### config.mk
export PLATFORM = sky130hd
export DESIGN_NAME = store_capture_flat
export DESIGN_NICKNAME = d
export VERILOG_FILES = /design/src/rtl/store_capture_if.sv /design/src/rtl/store_capture.sv /design/src/flat_wrapper.sv
export SDC_FILE = /design/constraint.sdc
export NUM_CORES = 1
export LEC_CHECK = 0
export ABC_AREA = 1
export CAP_MARGIN = 10
export CORE_MARGIN = 3
export CORE_UTILIZATION = 30
export CTS_CLUSTER_SIZE = 16
export DETAILED_ROUTE_END_ITERATION = 8
export PLACE_DENSITY_LB_ADDON = 0.25
export SLEW_MARGIN = 20
export SYNTH_ARGS = -nofsm -noshare
export SYNTH_HDL_FRONTEND = slang
export SYNTH_SLANG_ARGS = --single-unit
### constraint.sdc
create_clock -name clk -period 5.4 [get_ports clk]
set_input_delay 0.54 -clock clk [delete_from_list [all_inputs] [get_ports clk]]
set_output_delay 0.54 -clock clk [all_outputs]
set_load 0.05 [all_outputs]
### src/rtl/store_capture_if.sv
// Store-bus, arming and drain signals between the core/host side and the
// store_capture block.
interface store_capture_if #(
    parameter int DATA_WIDTH = 32,
    parameter int DEPTH_LOG2 = 3
);
    logic                  mem_wrM;
    logic [DATA_WIDTH-1:0] ALU_resultM;
    logic [DATA_WIDTH-1:0] wr_dataM;
    logic                  arm;
    logic [DATA_WIDTH-1:0] exp_addr;
    logic [DATA_WIDTH-1:0] exp_data;
    logic                  out_valid;
    logic                  out_ready;
    logic [DATA_WIDTH-1:0] out_addr;
    logic [DATA_WIDTH-1:0] out_data;
    logic [DEPTH_LOG2:0]   count;
    logic                  overflow;
    logic                  done;
    logic                  pass;

    modport master (
        output mem_wrM, ALU_resultM, wr_dataM, arm, exp_addr, exp_data, out_ready,
        input  out_valid, out_addr, out_data, count, overflow, done, pass
    );

    modport slave (
        input  mem_wrM, ALU_resultM, wr_dataM, arm, exp_addr, exp_data, out_ready,
        output out_valid, out_addr, out_data, count, overflow, done, pass
    );
endinterface

### src/rtl/store_capture.sv
// Logs core stores into a first-word-fall-through FIFO drained over valid/ready
// and compares them against an armed address/data pair to give a verdict.
module store_capture #(
    parameter int DATA_WIDTH = 32,
    parameter int DEPTH_LOG2 = 3
) (
    input  logic           clk,
    input  logic           rstn,
    store_capture_if.slave bus
);
    localparam int DEPTH = 1 << DEPTH_LOG2;
    localparam int EW    = 2 * DATA_WIDTH;

    localparam logic [1:0] ST_IDLE  = 2'd0;
    localparam logic [1:0] ST_ARMED = 2'd1;
    localparam logic [1:0] ST_PASS  = 2'd2;
    localparam logic [1:0] ST_FAIL  = 2'd3;

    localparam logic [DEPTH_LOG2:0]   CNT_ZERO = {(DEPTH_LOG2+1){1'b0}};
    localparam logic [DEPTH_LOG2:0]   CNT_ONE  = (DEPTH_LOG2+1)'(32'd1);
    localparam logic [DEPTH_LOG2:0]   CNT_FULL = (DEPTH_LOG2+1)'(DEPTH);
    localparam logic [DEPTH_LOG2-1:0] PTR_ZERO = {DEPTH_LOG2{1'b0}};
    localparam logic [DEPTH_LOG2-1:0] PTR_ONE  = DEPTH_LOG2'(32'd1);
    localparam logic [DATA_WIDTH-1:0] W_ZERO   = {DATA_WIDTH{1'b0}};
    localparam logic [EW-1:0]         E_ZERO   = {EW{1'b0}};

    logic [1:0]            state_r,    state_s;
    logic [DATA_WIDTH-1:0] exp_addr_r, exp_addr_s;
    logic [DATA_WIDTH-1:0] exp_data_r, exp_data_s;
    logic [DEPTH_LOG2-1:0] wr_ptr_r,   wr_ptr_s;
    logic [DEPTH_LOG2-1:0] rd_ptr_r,   rd_ptr_s;
    logic [DEPTH_LOG2:0]   count_r,    count_s;
    logic                  overflow_r, overflow_s;
    logic                  done_r,     done_s;
    logic                  pass_r,     pass_s;
    logic                  out_valid_r, out_valid_s;
    logic [EW-1:0]         head_r,     head_s;
    logic [EW-1:0]         mem_r [DEPTH];

    logic          pop_s;
    logic          capture_s;
    logic          full_s;
    logic          push_s;
    logic          drop_s;
    logic          addr_hit_s;
    logic          data_hit_s;
    logic [EW-1:0] entry_s;

    // Per-cycle FIFO and compare qualifiers; arm masks all pushes and drops.
    always_comb begin
        entry_s    = {bus.ALU_resultM, bus.wr_dataM};
        pop_s      = out_valid_r && bus.out_ready;
        capture_s  = bus.mem_wrM && (state_r != ST_IDLE);
        full_s     = (count_r == CNT_FULL);
        push_s     = !bus.arm && capture_s && (!full_s || pop_s);
        drop_s     = !bus.arm && capture_s && full_s && !pop_s;
        addr_hit_s = (bus.ALU_resultM == exp_addr_r);
        data_hit_s = (bus.wr_dataM == exp_data_r);
    end

    // Next-state for the verdict FSM, pointers, occupancy and sticky flags.
    always_comb begin
        state_s    = state_r;
        exp_addr_s = exp_addr_r;
        exp_data_s = exp_data_r;
        wr_ptr_s   = wr_ptr_r;
        rd_ptr_s   = rd_ptr_r;
        count_s    = count_r;
        overflow_s = overflow_r;
        done_s     = done_r;
        pass_s     = pass_r;
        if (bus.arm) begin
            state_s    = ST_ARMED;
            exp_addr_s = bus.exp_addr;
            exp_data_s = bus.exp_data;
            wr_ptr_s   = PTR_ZERO;
            rd_ptr_s   = PTR_ZERO;
            count_s    = CNT_ZERO;
            overflow_s = 1'b0;
            done_s     = 1'b0;
            pass_s     = 1'b0;
        end else begin
            case (state_r)
                ST_ARMED: begin
                    // Dropped stores still reach this compare.
                    if (bus.mem_wrM && addr_hit_s) begin
                        if (data_hit_s) begin
                            state_s = ST_PASS;
                            pass_s  = 1'b1;
                        end else begin
                            state_s = ST_FAIL;
                            pass_s  = 1'b0;
                        end
                        done_s = 1'b1;
                    end else begin
                        state_s = ST_ARMED;
                    end
                end
                ST_IDLE, ST_PASS, ST_FAIL: begin
                    state_s = state_r;
                end
                default: begin
                    state_s = ST_IDLE;
                    done_s  = 1'b0;
                    pass_s  = 1'b0;
                end
            endcase

            if (push_s) begin
                wr_ptr_s = wr_ptr_r + PTR_ONE;
            end else begin
                wr_ptr_s = wr_ptr_r;
            end

            if (pop_s) begin
                rd_ptr_s = rd_ptr_r + PTR_ONE;
            end else begin
                rd_ptr_s = rd_ptr_r;
            end

            if (push_s && !pop_s) begin
                count_s = count_r + CNT_ONE;
            end else if (pop_s && !push_s) begin
                count_s = count_r - CNT_ONE;
            end else begin
                count_s = count_r;
            end

            overflow_s = overflow_r | drop_s;
        end
    end

    // Head register lookahead; bypass the incoming entry when it lands on the new head slot.
    always_comb begin
        out_valid_s = (count_s != CNT_ZERO);
        if (count_s == CNT_ZERO) begin
            head_s = E_ZERO;
        end else if (push_s && (wr_ptr_r == rd_ptr_s)) begin
            head_s = entry_s;
        end else begin
            head_s = mem_r[rd_ptr_s];
        end
    end

    // Storage array write port.
    always_ff @(posedge clk) begin
        if (rstn && push_s) begin
            mem_r[wr_ptr_r] <= entry_s;
        end
    end

    // Control and output registers with synchronous active-low reset.
    always_ff @(posedge clk) begin
        if (!rstn) begin
            state_r     <= ST_IDLE;
            exp_addr_r  <= W_ZERO;
            exp_data_r  <= W_ZERO;
            wr_ptr_r    <= PTR_ZERO;
            rd_ptr_r    <= PTR_ZERO;
            count_r     <= CNT_ZERO;
            overflow_r  <= 1'b0;
            done_r      <= 1'b0;
            pass_r      <= 1'b0;
            out_valid_r <= 1'b0;
            head_r      <= E_ZERO;
        end else begin
            state_r     <= state_s;
            exp_addr_r  <= exp_addr_s;
            exp_data_r  <= exp_data_s;
            wr_ptr_r    <= wr_ptr_s;
            rd_ptr_r    <= rd_ptr_s;
            count_r     <= count_s;
            overflow_r  <= overflow_s;
            done_r      <= done_s;
            pass_r      <= pass_s;
            out_valid_r <= out_valid_s;
            head_r      <= head_s;
        end
    end

    assign bus.out_valid = out_valid_r;
    assign bus.out_addr  = head_r[EW-1:DATA_WIDTH];
    assign bus.out_data  = head_r[DATA_WIDTH-1:0];
    assign bus.count     = count_r;
    assign bus.overflow  = overflow_r;
    assign bus.done      = done_r;
    assign bus.pass      = pass_r;
endmodule

### src/flat_wrapper.sv
// flat-port wrapper written by rule: the top's interface ports become plain ports
module store_capture_flat 
#(
    parameter int DATA_WIDTH = 32,
    parameter int DEPTH_LOG2 = 3
)
  (clk, rstn, bus_mem_wrM, bus_ALU_resultM, bus_wr_dataM, bus_arm, bus_exp_addr, bus_exp_data, bus_out_ready, bus_out_valid, bus_out_addr, bus_out_data, bus_count, bus_overflow, bus_done, bus_pass);
  store_capture_if #(.DATA_WIDTH(DATA_WIDTH), .DEPTH_LOG2(DEPTH_LOG2)) bus_i ();
  input  logic clk;
  input  logic rstn;
  input wire logic [$bits(bus_i.mem_wrM)-1:0] bus_mem_wrM;
  input wire logic [$bits(bus_i.ALU_resultM)-1:0] bus_ALU_resultM;
  input wire logic [$bits(bus_i.wr_dataM)-1:0] bus_wr_dataM;
  input wire logic [$bits(bus_i.arm)-1:0] bus_arm;
  input wire logic [$bits(bus_i.exp_addr)-1:0] bus_exp_addr;
  input wire logic [$bits(bus_i.exp_data)-1:0] bus_exp_data;
  input wire logic [$bits(bus_i.out_ready)-1:0] bus_out_ready;
  output wire logic [$bits(bus_i.out_valid)-1:0] bus_out_valid;
  output wire logic [$bits(bus_i.out_addr)-1:0] bus_out_addr;
  output wire logic [$bits(bus_i.out_data)-1:0] bus_out_data;
  output wire logic [$bits(bus_i.count)-1:0] bus_count;
  output wire logic [$bits(bus_i.overflow)-1:0] bus_overflow;
  output wire logic [$bits(bus_i.done)-1:0] bus_done;
  output wire logic [$bits(bus_i.pass)-1:0] bus_pass;
  assign bus_i.mem_wrM = bus_mem_wrM;
  assign bus_i.ALU_resultM = bus_ALU_resultM;
  assign bus_i.wr_dataM = bus_wr_dataM;
  assign bus_i.arm = bus_arm;
  assign bus_i.exp_addr = bus_exp_addr;
  assign bus_i.exp_data = bus_exp_data;
  assign bus_i.out_ready = bus_out_ready;
  assign bus_out_valid = bus_i.out_valid;
  assign bus_out_addr = bus_i.out_addr;
  assign bus_out_data = bus_i.out_data;
  assign bus_count = bus_i.count;
  assign bus_overflow = bus_i.overflow;
  assign bus_done = bus_i.done;
  assign bus_pass = bus_i.pass;
  store_capture #(.DATA_WIDTH(DATA_WIDTH), .DEPTH_LOG2(DEPTH_LOG2)) u_core (.clk(clk), .rstn(rstn), .bus(bus_i));
endmodule
==> results of run 1 <==
[power by group through the flow]
stage                     Sequential [mW]  Clock [mW]  Combinational (mW)
after floorplan                      5.82           0               0.475
after global placement               5.69           0                1.09
after detailed placement             5.69           0                1.09
after CTS                            5.58        4.95                1.10
after global routing                 5.58        5.15                1.19
final                                5.58        4.84                1.09
[cells by family after synthesis]
kind of cell / count (synthesis) / share of synthesized area
and+or+nand+nor: 1042 / 0.162
buffers and inverters: 436 / 0.0676
AOI/OAI and AO/OA: 425 / 0.0840
xor gates and xnor gates: 28 / 0.00906
DFF: 656 / 0.675
adders and majority gates: 5 / 0.00231
[final cells by class]
| class | instances | area, um2 | share of cell area |
|---|---|---|---|
| Multi-Input combinational cell | 1500 | 7090 | 0.217 |
| Clock buffer | 108 | 2150 | 0.0658 |
| Tap cell | 1165 | 1460 | 0.0446 |
| Antenna cell | 3 | 7.51 | 0.000230 |
| Clock inverter | 25 | 178 | 0.00543 |
| Sequential cell | 656 | 18300 | 0.558 |
| Inverter | 292 | 1100 | 0.0337 |
| Timing Repair Buffer | 246 | 2460 | 0.0754 |
[routing by layer]
metal  global-route usage  vias up
li1                     -     9109
met1                0.244     9078
met2                0.265      586
met3               0.0300       91
met4               0.0561        4
met5                    0        -
[synth_stat cells, types with 3 or more instances]
master	number
nand2_1	524
edfxtp_1	512
inv_1	286
nor2_1	258
o21ai_0	212
nand3_1	198
dfxtp_1	144
a21oi_1	121
buf_2	69
o211ai_1	56
clkbuf_1	42
nand4_1	39
o21ai_1	34
buf_4	18
xnor2_1	18
buf_1	10
xor2_1	10
inv_2	6
buf_6	5
ha_1	5
nand2_2	3
nand3_2	3
nand3_4	3
nor2_2	3
nor3_1	3
[per-stage QoR]
stage / power [mW] / cells / area, um2
2_1_floorplan: 6.30 / 2592 / 27100
3_3_place_gp: 6.78 / 3859 / 30400
3_5_place_dp: 6.78 / 3859 / 30400
4_1_cts: 11.6 / 3992 / 32700
5_1_grt: 11.9 / 3994 / 32700
6_report: 11.5 / 3995 / 32700
[registers in the layout, summed over array words and instances, names as in the netlist, 2 cells and up]
| register | count |
|---|---|
| u_core.exp_addr_r | 32 |
| u_core.bus.count | 4 |
| u_core.mem_r | 512 |
| u_core.exp_data_r | 32 |
| u_core.state_r | 2 |
| u_core.head_r | 64 |
| u_core.rd_ptr_r | 3 |
| u_core.wr_ptr_r | 3 |
[final timing paths]
check / start / end / slack, ns / cells after the start
worst min-delay path: u_core.exp_addr_r[28] / u_core.exp_addr_r[28] / 0.47 / 2
worst max-delay path: bus_arm / u_core.mem_r[6][33] / 2.38 / 9
worst min register to register: u_core.exp_addr_r[28] / u_core.exp_addr_r[28] / 0.47 / 2
worst max register to register: u_core.bus.count[0] / u_core.mem_r[6][33] / 2.42 / 10
[worst max-delay path: cells and delay by family]
family | cells | cell delay [ns]
AND/OR/NAND/NOR | 5 | 1.50
buffers and inverters | 4 | 1.26
==> results.md, run 1 <==
- Synth top area cells: edfxtp_1 (57%), dfxtp_1 (11%), nand2_1 (7.3%)
- Switching Fraction: 0.241
- Vias in the first global route: 17,796
- Most common cell after layout, fill and taps aside: nand2_1
- Total wire length: 82,000 um
- CP most frequent cell: nor2_4
- Final Hold Viols: 0
- Outcome: finished clean
- Syn_nets: 2,730
- TritonRoute pass-1 iters: 5
- Max incr delay on CP: 0.78 ns
- Layout Skew: 0.0258 ns
- Post-DR wirelength/cell: 20.5 um
- Met3 WL post-DR: 5620 um
- Post-Syn Area per Cell: 10.4 um2
- Most frequent cells in the layout: nand2_1 (524), edfxtp_1 (512), inv_1 (285), nor2_1 (250), o21ai_0 (212)
- Overflow after GRT: 0
- Die area: 93,800 um2
- Clock buffer count from CTS: 72
- Uppermost layer routed: met5
- Core area: 88,900 um2
- Clk_lat worst skew: 0.61 ns
- Synth area leader: edfxtp_1
- # setup viols final: 0
- Sequential fraction of design power: 0.485
- Starting density of the core: 0.304
- GPL Wtd Cong: 0.791
- Die height: 306 um
- IO buf count: 204
- Distinct cell type count after synthesis: 32
- Minimum clock period after layout: 3.02 ns
- Largest net degree at the start of global routing: 119
- HP Class: reg2reg
- Fillers: 8,846
- Clock power share: 0.421
- P_sw: 2.77 mW
- Max Buffers Root-to-Sink: 3
- Yosys top cell area share: 0.568
- Yosys Warn Count: 0
- First-pass GRT wire length: 120,000 um
- Hold Buf Count CTS: 0
- GRT Total Usage: 0.171
- Sink Count: 656
- Setup TNS Final: 0 ns
- Setup Buffers After CTS: 0
- Number of core rows: 109
- Die Width: 306 um
- Vias: 18,868
- PwrDens: 352 nW/um2
- CTS tree: yes
- CP arrival: 3.33 ns
- CP startpoint kind: primary input
- First DRT Iteration DRCs: 1,500
- Cells resized by post-CTS repair: 0
- Worst path slowest cell: nor2_4
- Slew HR: 0.383
- Max-slew violations: 0
- Max_cap viols: 0
- Worst-path fanout max: 38
- WP data required: 5.71 ns
- Post-Route M1 WL: 37,700 um
- Combinational share of power: 0.094
- CP Cell Sequence: clkdlybuf4s50_1 > inv_4 > nand3_4 > nor2_4 > inv_1 > nor2_1 > nand2_1 > nor2_4 > buf_4
- Final Worst Setup Slack: 2.38 ns
- Ys async rst share: 0
- Critical setup path kind: in2reg
- Syn-to-layout area delta: 20.9%
- VDD IR max: 0.201 mV
- Worst slew pin tran: 0.923 ns
- Post-synth EDFFs: 512
- Post-layout util: 0.368
- Netlist Area Pre-Place: 27,100 um2
- RSZ-0062 raised after global routing: no
- CTS Root Cell: clkbuf_16
- P_int: 8.73 mW
- F_max: 331 MHz
- Number of nets still failing antenna checks after routing: 0
- DRC: 0
- Min Hold Slack: 0.468 ns
- Synth Instances: 2,592
- Post-place setup slack: 1.74 ns
- Initial antenna violation count: 13
- Crit path capture type: flip-flop
- Leakage: 12.5 nW
- Share of cells above drive strength 1: 0.0647
- H-tree depth: 3
- Tcrit/Tclk final: 0.560
- Post-DP HPWL: 47,900 um
- Layout Nets: 2,906
- Met2 Routed Length: 36,600 um
- FF+latch count, synth: 656
- Via/cell ratio: 4.72
- IO Pins: 205
- Clock transition at path regs: 0.05 ns
- Sequential area share after synthesis: 0.675
- Ys flop type: edfxtp_1
Note: power is estimated with default switching activity, not from simulation.
==> inputs of run 2 (changes only) <==
Clock period 5.4 ns to 3 ns, I/O delays scaled along.
==> results.md, run 2 (synthesis results as in run 1) <==
- Outcome: finished clean
- Worst slew pin tran: 0.775 ns (-0.147 ns)
- Clock transition at path regs: 0.06 ns (about the same)
- WP data required: 3.28 ns (-2.43 ns)
- Slew HR: 0.483 (+0.0998)
- Cell Area, Placed: 31,100 um2 (+2.4%)
- Max reg flops: 512 (unchanged)
- Tcrit/Tclk final: 0.827
- Met2 usage: 0.279 (+0.0136)
- Post-DP HPWL: 51,300 um (+7.2%)
- RSZ-0062 raised after global routing: no
- Post-layout util: 0.377 (+0.00950)
- Syn-to-layout area delta: 24.0%
- Die height: 306 um (unchanged)
- Layout Skew: 0.0274 ns (+0.00163 ns)
- Critical setup path kind: reg2reg
- Global Route met3 Usage: 0.0266 (-0.00338)
- Sink Count: 656 (unchanged)
- Overflow after GRT: 0 (unchanged)
- P_int: 16.1 mW (+84%)
- Number of nets still failing antenna checks after routing: 0 (unchanged)
- Most common cell after layout, fill and taps aside: nand2_1
- Total wire length: 83,300 um (+1.7%)
- Max incr delay on CP: 0.38 ns (-0.40 ns)
- Die area: 93,800 um2 (unchanged)
- Clk_lat worst skew: 0.61 ns (about the same)
- Layer with the highest usage: met2
- Leakage: 12.9 nW (+3.3%)
- Fin area: 33,600 um2 (+2.6%)
- PwrDens: 631 nW/um2 (+79%)
- Final Power: 21.2 mW (+84%)
- Cells resized by post-CTS repair: 0 (unchanged)
- Minimum clock period after layout: 2.48 ns
- Final Hold Viols: 0 (unchanged)
- GRT Total Usage: 0.175 (+0.00396)
- IO buf count: 204 (unchanged)
- TritonRoute pass-1 iters: 5 (unchanged)
- Switching Fraction: 0.240 (-0.000810)
- Combinational share of power: 0.097 (+0.003)
- Setup TNS Final: 0 ns (unchanged)
- First DRT Iteration DRCs: 1,507 (+0.47%)
- Clock buffer count from CTS: 74 (+2.8%)
- IO Pins: 205 (unchanged)
- Setup Buffers After CTS: 0 (unchanged)
- P_sw: 5.09 mW (+83%)
- Number of core rows: 109 (unchanged)
- Via/cell ratio: 4.68 (-0.97%)
- Most frequent cells in the layout: nand2_1 (523), edfxtp_1 (512), inv_1 (285), nor2_1 (250), o21ai_0 (212)
- Clock power share: 0.429 (+0.008)
- Top Registers: u_core.mem_r: 512 flops, u_core.head_r: 64 flops
- CTS Root Cell: clkbuf_16
- DRC: 0 (unchanged)
- Worst path slowest cell: dfxtp_4
- Min Hold Slack: 0.152 ns (-0.315 ns)
- Most flops, register: u_core.mem_r
- CTS tree: yes
- Hold Buf Count CTS: 0 (unchanged)
- CP Cell Sequence: inv_1 > ha_1 > nand3_1 > nor2_2 > nor2_4 > inv_1 > nor2_1 > nand2_1 > nor2_4 > buf_12
- Largest net degree at the start of global routing: 88 (-26%)
- Max Buffers Root-to-Sink: 3 (unchanged)
- Max_cap viols: 0 (unchanged)
- Max-slew violations: 0 (unchanged)
- # setup viols final: 0 (unchanged)
- Starting density of the core: 0.304 (unchanged)
- VDD IR max: 0.336 mV (+68%)
- Sequential fraction of design power: 0.474 (-0.011)
- HP Class: in2reg
- CP arrival: 2.76 ns (-0.57 ns)
- Die Width: 306 um (unchanged)
- Met1 usage in global routing: 0.248 (+0.00408)
- First-pass GRT wire length: 123,000 um (+2.4%)
- Vias in the first global route: 18,116 (+1.8%)
- Initial antenna violation count: 7 (-6)
- Core area: 88,900 um2 (unchanged)
- GPL Wtd Cong: 0.776 (-1.9%)
- Worst-path fanout max: 26 (-32%)
- Crit path capture type: flip-flop
- CP startpoint kind: flip-flop
- Vias: 18,947 (+0.42%)
- Share of cells above drive strength 1: 0.0854 (+0.0207)
- Layout Nets: 2,959 (+1.8%)
- F_max: 403 MHz
- H-tree depth: 3 (unchanged)
- Post-DR wirelength/cell: 20.6 um (+0.26%)
-- run 2: cell types whose count changed in the layout (fill, tap and decap cells not counted), sizes merged --
| cell | change |
|---|---|
| inv | +1 |
| bufinv | +2 |
| clkinv | -6 |
| buf | +51 |
| clkinvlp | +3 |
| clkbuf | +3 |
| diode | +2 |
-- run 2: cell type report --
class                      instances  area, um2
clock inverter                    25        244
tap                             1165       1460
clock buffer                     111       2210
inverter                         292       1100
multi-input combinational       1500       7090
antenna                            5       12.5
timing repair buffer             297       3170
sequential                       656      18300
fill                            8765      55400
-- run 2: stage by stage --
stage                     setup slack (ns)  cells
after global placement               0.279   3910
after floorplan                     0.0221   2592
after detailed placement             0.242   3910
after CTS                            0.526   4046
final                                0.519   4051
after global routing                 0.318   4049
-- run 2: metal layers --
metal  part of all wire  wire length, um
met5                  0                0
met4              0.020             1630
met3              0.060             5020
met2               0.46            38200
met1               0.46            38400
-- run 2: worst paths after layout --
check | from | end | slack, ns | depth (start not counted)
setup / recovery | u_core.bus.count[0] | u_core.mem_r[2][2] | 0.52 | 10
hold / removal | rstn | u_core.rd_ptr_r[1] | 0.15 | 3
setup reg to reg | u_core.bus.count[0] | u_core.mem_r[2][2] | 0.52 | 10
hold reg to reg | u_core.exp_addr_r[15] | u_core.exp_addr_r[15] | 0.47 | 2
-- run 2: power by group through the flow --
stage               logic [mW]  registers, mW  clock network, mW
floorplan                0.856           10.5                  0
global placement          2.07           10.2                  0
detailed placement        2.08           10.2                  0
CTS                       2.09           10.0               9.27
global route              2.25           10.0               9.64
finish                    2.06           10.0               9.08
-- run 2: worst max-delay path: cells and delay by family, from the launching register on --
family        cells  cell delay [ns]
buf+inv           3             0.50
flops             1             0.38
simple gates      6             1.04
fa+ha+maj         1             0.20
==> inputs of run 3 (changes only) <==
Clock period 3 ns to 2.25 ns, I/O delays scaled along.
==> results.md, run 3 (synthesis results as in run 1) <==
- CP most frequent cell: nor2_4
- Vias: 19,636 (+3.6%)
- Worst-path fanout max: 21 (-19%)
- Leakage: 13.7 nW (+6.6%)
- Total wire length: 85,600 um (+2.7%)
- GPL Wtd Cong: 0.796 (+2.6%)
- Top Registers: u_core.mem_r: 512 flops, u_core.head_r: 64 flops
- Most frequent cells in the layout: nand2_1 (522), edfxtp_1 (512), inv_1 (281), nor2_1 (249), o21ai_0 (211)
- Critical setup path kind: reg2reg
- Max Buffers Root-to-Sink: 3 (unchanged)
- Minimum clock period after layout: 2.14 ns (-0.338 ns)
- Hold path cells: 3 (unchanged)
- Core area: 88,900 um2 (unchanged)
- Share of cells above drive strength 1: 0.129 (+0.0436)
- Final Power: 28.0 mW (+32%)
- VDD IR max: 0.529 mV (+58%)
- CTS Root Cell: clkbuf_16
- TritonRoute pass-1 iters: 5 (unchanged)
- Most flops, register: u_core.mem_r
- PwrDens: 795 nW/um2 (+26%)
- Sink Count: 656 (unchanged)
- Post-DP HPWL: 56,500 um (+10%)
- Die area: 93,800 um2 (unchanged)
- Area occupied by multi-input gates: 7140 um2 (+0.65%)
- Via/cell ratio: 4.69 (+0.22%)
- CP startpoint kind: flip-flop
- Clock buffer count from CTS: 73 (-1.4%)
- Die height: 306 um (unchanged)
- Max reg flops: 512 (unchanged)
- GRT Total Usage: 0.179 (+0.00328)
- Max incr delay on CP: 0.39 ns (about the same)
- Starting density of the core: 0.304 (unchanged)
- Finished Layout Cells: 4,189 (+3.4%)
- CTS tree: yes
- Most common cell after layout, fill and taps aside: nand2_1
- Crit path capture type: flip-flop
- ANT cells: 0 (-5)
- IO Pins: 205 (unchanged)
- F_max: 467 MHz (+16%)
- CP arrival: 2.43 ns (-0.33 ns)
- FF-to-FF path depth: 11 (+1)
- Die Width: 306 um (unchanged)
- # setup viols final: 0 (unchanged)
- HP Class: in2reg
- DRC: 0 (unchanged)
- CP Cell Sequence: inv_4 > ha_4 > nand3_2 > nor2_4 > nor2_4 > inv_2 > nor2_1 > nand2_2 > nor2_4 > buf_4 > buf_12
- Layout Nets: 3,104 (+4.9%)
- Fillers: 8,640 (-1.4%)
- Outcome: finished clean
- First DRT Iteration DRCs: 1,586 (+5.2%)
- Number of nets still failing antenna checks after routing: 0 (unchanged)
- Register area: 18,300 um2 (about the same)
- Layout Skew: 0.0209 ns (-0.00651 ns)
- Vias in the first global route: 19,045 (+5.1%)
- Worst slew pin tran: 0.715 ns (-0.0604 ns)
- Slew HR: 0.522 (+0.0388)
- WP data required: 2.54 ns (-0.74 ns)
- Max-slew violations: 0 (unchanged)
- Worst path slowest cell: dfxtp_4
- Min Hold Slack: 0.104 ns (-0.0488 ns)
- Syn-to-layout area delta: 30.1%
- Clk_lat worst skew: 0.61 ns (about the same)
- Initial antenna violation count: 0 (-7)
- Max_cap viols: 0 (unchanged)
- Largest net degree at the start of global routing: 66 (-25%)
- RSZ-0062 raised after global routing: yes
- Post-DR wirelength/cell: 20.4 um (-0.64%)
- First-pass GRT wire length: 125,000 um (+2.3%)
- Final Hold Viols: 0 (unchanged)
- Number of core rows: 109 (unchanged)
- Tcrit/Tclk final: 0.952 (+0.125)
- H-tree depth: 3 (unchanged)
- Setup TNS Final: 0 ns (unchanged)
- Clock transition at path regs: 0.06 ns (about the same)
- Overflow after GRT: 0 (unchanged)
- Dpl cells: 4,049 (+3.6%)
- IO buf count: 204 (unchanged)
==> run 3: cell type report <==
cell class	instances	area share
Clock buffer	97	0.0562
Timing Repair Buffer	443	0.141
Clock inverter	36	0.00824
Tap cell	1165	0.0414
Sequential cell	656	0.519
Inverter	292	0.0315
Multi-Input combinational cell	1500	0.203
==> run 3: timing repair <==
action                                  4_1_cts  5_1_grt
endpoints found under the setup margin        0      159
resized for setup                             0        7
setup buffers                                 0        4
hold buffers                                  0        0
==> run 3: through the flow <==
step / cell area, um2 / setup slack, ns / util
5_1_grt: 35200 / -0.0185 / 0.396
3_3_place_gp: 32800 / -0.237 / 0.369
4_1_cts: 35100 / 0.0232 / 0.394
3_5_place_dp: 32800 / -0.287 / 0.369
6_report: 35200 / 0.107 / 0.396
2_1_floorplan: 27200 / -0.501 / -
==> run 3: worst paths after layout <==
kind / startpoint / end / slack (ns)
max: u_core.bus.count[0] / u_core.mem_r[0][48] / 0.11
min: rstn / u_core.rd_ptr_r[0] / 0.10
max reg2reg: u_core.bus.count[0] / u_core.mem_r[0][48] / 0.11
min reg2reg: u_core.exp_addr_r[15] / u_core.exp_addr_r[15] / 0.46
==> run 3: where the power goes <==
| group | switching (mW) | leakage, nW | total (mW) | internal [mW] |
|---|---|---|---|---|
| logic | 1.93 | 6.85 | 3.14 | 1.21 |
| registers | 0.121 | 5.79 | 13.4 | 13.3 |
| clock network | 4.80 | 1.11 | 11.5 | 6.66 |
==> run 3: critical path, delay by kind of cell, from the launching register on <==
kind / cells / cell delay, ns
and+or+nand+nor: 6 / 0.77
buffers and inverters: 4 / 0.52
adders and majority gates: 1 / 0.15
DFF: 1 / 0.39
==> run 3: per-layer routing <==
layer | share of wire | global-route usage | up-vias
met5 | 0 | 0 | -
met4 | 0.025 | 0.0530 | 0
met3 | 0.049 | 0.0227 | 116
met2 | 0.45 | 0.279 | 533
met1 | 0.48 | 0.260 | 9473
li1 | - | - | 9514
